### config.mk
export PLATFORM = sky130hd
export DESIGN_NAME = vga_sync_gen
export DESIGN_NICKNAME = d
export VERILOG_FILES = /design/src/rtl/vga_timing_pkg.sv /design/src/rtl/vga_sync_gen_pix_tick_div.sv /design/src/rtl/vga_sync_gen.sv
export SDC_FILE = /design/constraint.sdc
export NUM_CORES = 1
export LEC_CHECK = 0
export BUFFER_PORTS_ARGS = -buffer_cell sky130_fd_sc_hd__buf_4
export CORE_UTILIZATION = 40
export CTS_BUF_LIST = sky130_fd_sc_hd__clkbuf_8
export DETAILED_ROUTE_END_ITERATION = 8
export PLACE_DENSITY = 0.64
export SLEW_MARGIN = 20
export SYNTH_ARGS = -nofsm -noshare
export SYNTH_HDL_FRONTEND = slang
export SYNTH_SLANG_ARGS = --single-unit
### constraint.sdc
create_clock -name clk -period 4.6 [get_ports clk]
set_clock_uncertainty 0.1 [all_clocks]
set_input_delay 0.23 -clock clk [delete_from_list [all_inputs] [get_ports clk]]
set_output_delay 0.23 -clock clk [all_outputs]
set_load 0.01 [all_outputs]
### src/rtl/vga_timing_pkg.sv
// Shared 640x480@60 raster constants and window helper for the VGA pipeline.
// Border/playfield decoders import this instead of carrying local copies.
package vga_timing_pkg;

    localparam int POS_W    = 11;
    localparam int WIN_W    = POS_W + 1;
    localparam int COLOUR_W = 5;
    localparam logic [COLOUR_W-1:0] COLOUR_BLANK = '0;

    localparam int DEF_CLK_DIV   = 4;
    localparam int DEF_H_TOTAL   = 800;
    localparam int DEF_H_PULSE   = 96;
    localparam int DEF_H_FRONT   = 16;
    localparam int DEF_H_DISPLAY = 640;
    localparam int DEF_V_TOTAL   = 521;
    localparam int DEF_V_PULSE   = 2;
    localparam int DEF_V_FRONT   = 10;
    localparam int DEF_V_DISPLAY = 480;

    // Window bounds are widened by one bit so lo+len never wraps at TOTAL=2048.
    function automatic logic in_window(input logic [POS_W-1:0] pos,
                                       input int unsigned lo,
                                       input int unsigned len);
        logic [WIN_W-1:0] p;
        p = {1'b0, pos};
        return (p >= WIN_W'(lo)) && (p < WIN_W'(lo + len));
    endfunction

endpackage

### src/rtl/vga_sync_gen_pix_tick_div.sv
// Pixel-rate divider: one-clk pix_tick every CLK_DIV system clocks.
// The tick is registered so it stays low in reset even when CLK_DIV=1.
module pix_tick_div
    import vga_timing_pkg::*;
#(
    parameter int CLK_DIV = DEF_CLK_DIV
) (
    input  logic clk,
    input  logic rst,
    output logic pix_tick
);

    localparam int DW = (CLK_DIV > 1) ? $clog2(CLK_DIV) : 1;
    localparam logic [DW-1:0] LAST = DW'(CLK_DIV - 1);

    logic [DW-1:0] r_div;
    logic [DW-1:0] w_div_next;
    logic          r_tick;

    assign w_div_next = (r_div == LAST) ? '0 : r_div + 1'b1;

    always_ff @(posedge clk or posedge rst) begin
        if (rst) begin
            r_div  <= '0;
            r_tick <= 1'b0;
        end else begin
            r_div  <= w_div_next;
            r_tick <= (w_div_next == LAST);
        end
    end

    assign pix_tick = r_tick;

endmodule

### src/rtl/vga_sync_gen.sv
// VGA raster counters plus output-alignment stage: sync, video_on and colour
// are registered together so every pin toward the DAC moves on the same edge.
module vga_sync_gen
    import vga_timing_pkg::*;
#(
    parameter int   CLK_DIV     = DEF_CLK_DIV,
    parameter int   H_TOTAL     = DEF_H_TOTAL,
    parameter int   H_PULSE     = DEF_H_PULSE,
    parameter int   H_FRONT     = DEF_H_FRONT,
    parameter int   H_DISPLAY   = DEF_H_DISPLAY,
    parameter int   V_TOTAL     = DEF_V_TOTAL,
    parameter int   V_PULSE     = DEF_V_PULSE,
    parameter int   V_FRONT     = DEF_V_FRONT,
    parameter int   V_DISPLAY   = DEF_V_DISPLAY,
    parameter logic SYNC_ACTIVE = 1'b0
) (
    input  logic                clk,
    input  logic                rst,
    output logic                pix_tick,
    output logic [POS_W-1:0]    hpos,
    output logic [POS_W-1:0]    vpos,
    input  logic [COLOUR_W-1:0] couleur_in,
    output logic [COLOUR_W-1:0] couleur_out,
    output logic                video_on,
    output logic                hsync,
    output logic                vsync,
    output logic                frame_start
);

    localparam logic [POS_W-1:0] H_LAST = POS_W'(H_TOTAL - 1);
    localparam logic [POS_W-1:0] V_LAST = POS_W'(V_TOTAL - 1);
    localparam logic [POS_W-1:0] H_SYNC = POS_W'(H_PULSE);
    localparam logic [POS_W-1:0] V_SYNC = POS_W'(V_PULSE);

    logic                w_tick;
    logic                w_vis;
    logic                w_h_wrap;
    logic [POS_W-1:0]    r_hpos;
    logic [POS_W-1:0]    r_vpos;
    logic [COLOUR_W-1:0] r_colour;
    logic                r_video_on;
    logic                r_hsync;
    logic                r_vsync;
    logic                r_frame_start;

    pix_tick_div #(
        .CLK_DIV (CLK_DIV)
    ) u_div (
        .clk      (clk),
        .rst      (rst),
        .pix_tick (w_tick)
    );

    assign w_h_wrap = (r_hpos == H_LAST);
    assign w_vis    = in_window(r_hpos, H_PULSE + H_FRONT, H_DISPLAY)
                   && in_window(r_vpos, V_PULSE + V_FRONT, V_DISPLAY);

    // Output stage samples the current position, giving one pixel of latency.
    always_ff @(posedge clk or posedge rst) begin
        if (rst) begin
            r_hpos        <= '0;
            r_vpos        <= '0;
            r_colour      <= COLOUR_BLANK;
            r_video_on    <= 1'b0;
            r_hsync       <= ~SYNC_ACTIVE;
            r_vsync       <= ~SYNC_ACTIVE;
            r_frame_start <= 1'b0;
        end else begin
            r_frame_start <= 1'b0;
            if (w_tick) begin
                if (w_h_wrap) begin
                    r_hpos <= '0;
                    r_vpos <= (r_vpos == V_LAST) ? '0 : r_vpos + 1'b1;
                end else begin
                    r_hpos <= r_hpos + 1'b1;
                end
                r_hsync       <= (r_hpos < H_SYNC) ? SYNC_ACTIVE : ~SYNC_ACTIVE;
                r_vsync       <= (r_vpos < V_SYNC) ? SYNC_ACTIVE : ~SYNC_ACTIVE;
                r_video_on    <= w_vis;
                r_colour      <= w_vis ? couleur_in : COLOUR_BLANK;
                r_frame_start <= w_h_wrap && (r_vpos == V_LAST);
            end
        end
    end

    assign pix_tick    = w_tick;
    assign hpos        = r_hpos;
    assign vpos        = r_vpos;
    assign couleur_out = r_colour;
    assign video_on    = r_video_on;
    assign hsync       = r_hsync;
    assign vsync       = r_vsync;
    assign frame_start = r_frame_start;

endmodule

After elaboration in Yosys (flattened, before gate mapping)
Index checks and enable logic that the tools add are counted.
Operators by class
  reductions and logical operators: 5
  equal/unequal tests: 4
  order comparisons: 6
  muxes and demuxes: 7
  add/sub/neg operators: 3
Operators by type and width (count)
  11-bit by 1-bit adder with 11-bit output, second input constant: 2
  11-bit by 10-bit == test with 1-bit output, second input constant: 2
  11-bit 2-to-1 mux: 2
  11-bit by 4-bit >= comparator with 1-bit output, second input constant: 1
  11-bit by 7-bit >= comparator with 1-bit output, second input constant: 1
  11-bit by 10-bit < comparator with 1-bit output, second input constant: 1
  11-bit by 2-bit < comparator with 1-bit output, second input constant: 1
  11-bit by 7-bit < comparator with 1-bit output, second input constant: 1
  11-bit by 9-bit < comparator with 1-bit output, second input constant: 1
  5-bit 2-to-1 mux: 1
  2-bit == test, second input constant: 2
  1-bit logical AND: 4
  1-bit 2-to-1 mux: 3
  2-bit by 1-bit adder with 2-bit output, second input constant: 1
  2-bit 2-to-1 mux: 1
  2-bit AND reduction: 1
Storage, ports and cells
  register bits: 34
  bits of input ports: 7
  output and inout bits: 32

Longest topological paths before layout
  depth in word-level cells: 4
  depth in mapped cells: 6
  depth with buffers taken out: 6

Modules after synthesis
From an unflattened synthesis, not the netlist that was laid out.
Second synthesis, totals
  cell total of the unflattened synthesis: 156
  area total of the unflattened synthesis: 1632.8 sq um
By module, submodules not included
  vga_sync_gen: instances 1, area each 1517.7 sq um, cells each 147, seq. area each 778.2 sq um
  pix_tick_div: instances 1, area each 115.1 sq um, cells each 9, seq. area each 75.1 sq um

Worst setup path after synthesis
Ideal clock, no wire load.
  path kind: register to register
  from: register r_hpos[6] (netlist: hpos[6])
  to: register r_vpos[7] (netlist: vpos[7])
  data required time: 4424 ps
  period minus slack after synthesis: 2139 ps
  slack: 2461 ps
  cell stages (with the launch flop): 6
  arrival: 1963 ps
  buffers on the path: 1
  cells stage by stage: dfrtp_1 > or3b_1 > or4_1 > buf_2 > or4b_1 > o21ai_1
Between the ends
  longest elaborated chain between the ends: 2
RTL lines
  start: declaration: line vga_sync_gen.sv:38  | logic [POS_W-1:0] r_hpos;
  start signal: assignment: line vga_sync_gen.sv:75  | r_hpos <= r_hpos + 1'b1;
  11-bit by 10-bit == test with 1-bit output: line vga_sync_gen.sv:54  | assign w_h_wrap = (r_hpos == H_LAST);
  2-bit AND reduction (no source line)
  end signal: assignment: line vga_sync_gen.sv:73  | r_vpos <= (r_vpos == V_LAST) ? '0 : r_vpos + 1'b1;
  end: declaration: line vga_sync_gen.sv:39  | logic [POS_W-1:0] r_vpos;
Every way passes these cells.
A chain may end at the register's enable or synchronous reset.

Worst setup path in the final report
Same ends and word-level chain as after synthesis.

==> results.txt <==
Outcome = complete, no violations
Mapped cell area = 1659 um^2
Post-synth ARST share = 100.0%
Pins Over Slew Limit = 0
Hold WC Path Type = input port to flip-flop
Io pins = 39
Detail Route Antenna Nets = 0
WP data arrival = 2.43 ns
Tightest Pin Transition = 0.8452 ns
Total number of vias = 1,354
Setup_tns = 0 ns
# DRC = 0
Number of global-route vias before repair = 1,305
Die X = 66.40 um
Yosys warns = 0
CP Cell Sequence = or3b_1, or4_1, or4b_1, o21ai_1
WP data required = 4.71 ns
Pleak = 1.009 nW
Setup-failing EPs final = 0
Worst setup path start = hpos[6]$_DFFE_PP0P_
Startpoint type of the worst setup path = flip-flop
CTS tree = yes
Max clock buf depth = 2
Clock H-tree levels = 2
All-layer global routing usage = 18.24%
Tmin final = 2.320 ns
Seq cells post-synth = 34
Maximum vdd drop = 0.0001655 V
Period utilisation layout = 50.44%
R2r startpoint = hpos[6]$_DFFE_PP0P_
WL final = 3.597 mm
Share of layout cells above drive strength 1 = 27.72%
GRT Residual Overflow = 0
Port Buffers = 38
Worst-path maximum fanout = 10
Most frequent cells in the layout = 39 x buf_4, 32 x dfrtp_1, 15 x inv_1
Synth Instances = 158
Pre-antenna DRT Iters = 4
Diodes inserted = 0
Commonest non-fill, non-tap cell in the layout = buf_4
Placer's final routability congestion estimate = 0.9138
Distinct cells, synth = 45
Ys flop type = dfrtp_1
Largest net degree at the start of global routing = 35
CTS Root Cell = clkbuf_8
Fin util = 52.49%
Final hold violations = 0
Crit path max-delay family = simple AND/OR/NAND/NOR gates
Die Y = 66.40 um
Fmax = 0.4310 GHz
Total power = 0.0005280 W
Final net count = 214
Initial antenna violation count = 0
Sequential fraction of the synthesis area = 51.43%
Initial core utilization = 41.48%
Critical Path Max Stage Delay = 0.62 ns
Worst min-delay path startpoint = couleur_in[1]
Pwr/cell area = 251.5 nW/um^2
Clk slew on worst S/H paths = 0.06 ns
Core ar. = 4000 um^2
First-pass GRT wire length = 5.975 mm
Layout area overhead = 26.55%
Clock sinks = 34
WP buf/inv = 0
RSZ-0062 raised after global routing = no
Critical Path End Type = flip-flop
Via density = 5.373
Die Area = 4409 um^2
Number of synthesized flops with an enable pin = 0
Crit-path slowest cell = or4_1
DR WL/cell = 14.27 um
Clk_lat worst skew = 0.28 ns
Critical path class = flip-flop to flip-flop
Max-slew headroom = 43.18%
Filler cells = 366
Dpl hpwl = 2.657 mm
Initial DRC Count = 69
Syn_area_per_cell = 10.50 um^2
TritonCTS Buffers = 5
Syn Nets = 171
Max-cap check violation count = 0
Std cell rows = 23
-- state kept, by name, indices dropped and copies added (netlist names) --
signal / flops
vsync: 1
u_div.r_div: 2
vpos: 11
couleur_out: 5
video_on: 1
hpos: 11
frame_start: 1
hsync: 1
u_div.pix_tick: 1
-- synthesized netlist by cell type, types with 2 or more instances --
library cell	count	area, um^2
a21o_1	2	15.01
a21oi_1	7	35.03
a22o_1	5	43.79
and2_2	2	15.01
and3_1	3	18.77
clkbuf_1	3	11.26
dfrtp_1	32	800.8
dfstp_2	2	52.55
ha_1	6	75.07
inv_1	14	52.55
nand2_1	7	26.28
nand3_1	8	40.04
nand4_1	7	43.79
nor2_1	9	33.78
nor4_1	3	18.77
o21ai_0	5	25.02
o21ai_1	2	10.01
o22ai_1	3	18.77
or3_1	3	18.77
xnor2_1	7	61.31
xor2_1	4	35.03
-- final timing paths --
check                      slack (ns)                    endpoint  depth (start not counted)
max                              2.28         vpos[7]$_DFFE_PP0P_                          4
min reg2reg                      0.35    u_div.r_div[0]$_DFF_PP0_                          1
min                              0.06  couleur_out[1]$_DFFE_PP0P_                          2
max in group asynchronous        3.57           hsync$_DFFE_PP1P_                          4
min in group asynchronous        0.49  couleur_out[4]$_DFFE_PP0P_                          4
max reg2reg                      2.28         vpos[7]$_DFFE_PP0P_                          4
-- metrics by stage --
stage	worst slack, ns	cells	cell area [um^2]	hold slack [ns]
floorplan	2.461	158	1659	0.2584
global placement	2.361	243	1998	0.2467
detailed placement	2.313	243	1998	0.2563
CTS	2.291	252	2100	0.04998
global route	2.203	252	2100	0.05691
finish	2.280	252	2100	0.05713
-- cells by family (layout without fill, tap and decap cells) --
kind of cell               after synthesis  in the layout  synth area share (%)
buffers and inverters                   18             62                 4.147
DFF                                     34             34                 51.43
and+or+nand+nor                         58             58                 21.34
xor gates and xnor gates                11             11                 5.807
adders and majority gates                6              6                 4.525
AOI/OAI and AO/OA                       30             30                 12.14
muxes                                    1              1                0.6033
-- layer usage --
| metal | vias up | routed length, um | track usage (%) |
|---|---|---|---|
| met5 | - | 0 | 0 |
| met4 | 0 | 40 | 5.319 |
| met3 | 4 | 200 | 5.690 |
| met2 | 37 | 1698 | 30.74 |
| met1 | 657 | 1658 | 22.22 |
| li1 | 656 | - | - |
-- report_power, final --
group | leakage (nW) | total, W | internal (W) | switching [W]
clock | 0.0524 | 0.000218 | 0.000118 | 0.0000999
sequential | 0.453 | 0.000299 | 0.000299 | 0
combinational | 0.503 | 0.0000107 | 0.00000437 | 0.00000629
-- timing repair --
item | CTS | global route
buffers inserted | 0 | 0
hold endpoints to repair | 32 | 0
hold buffers | 1 | 0
gates resized for setup | 0 | 0
-- cell type report --
cell class | count | area [um^2] | area share [%]
Clock buffer | 6 | 82.58 | 3.933
Multi-Input combinational cell | 106 | 737.0 | 35.10
Tap cell | 50 | 62.56 | 2.980
Timing Repair Buffer | 40 | 302.8 | 14.42
Sequential cell | 34 | 853.3 | 40.64
Clock inverter | 2 | 8.758 | 0.4172
Inverter | 14 | 52.55 | 2.503
Power figures use the tool's default switching activity.
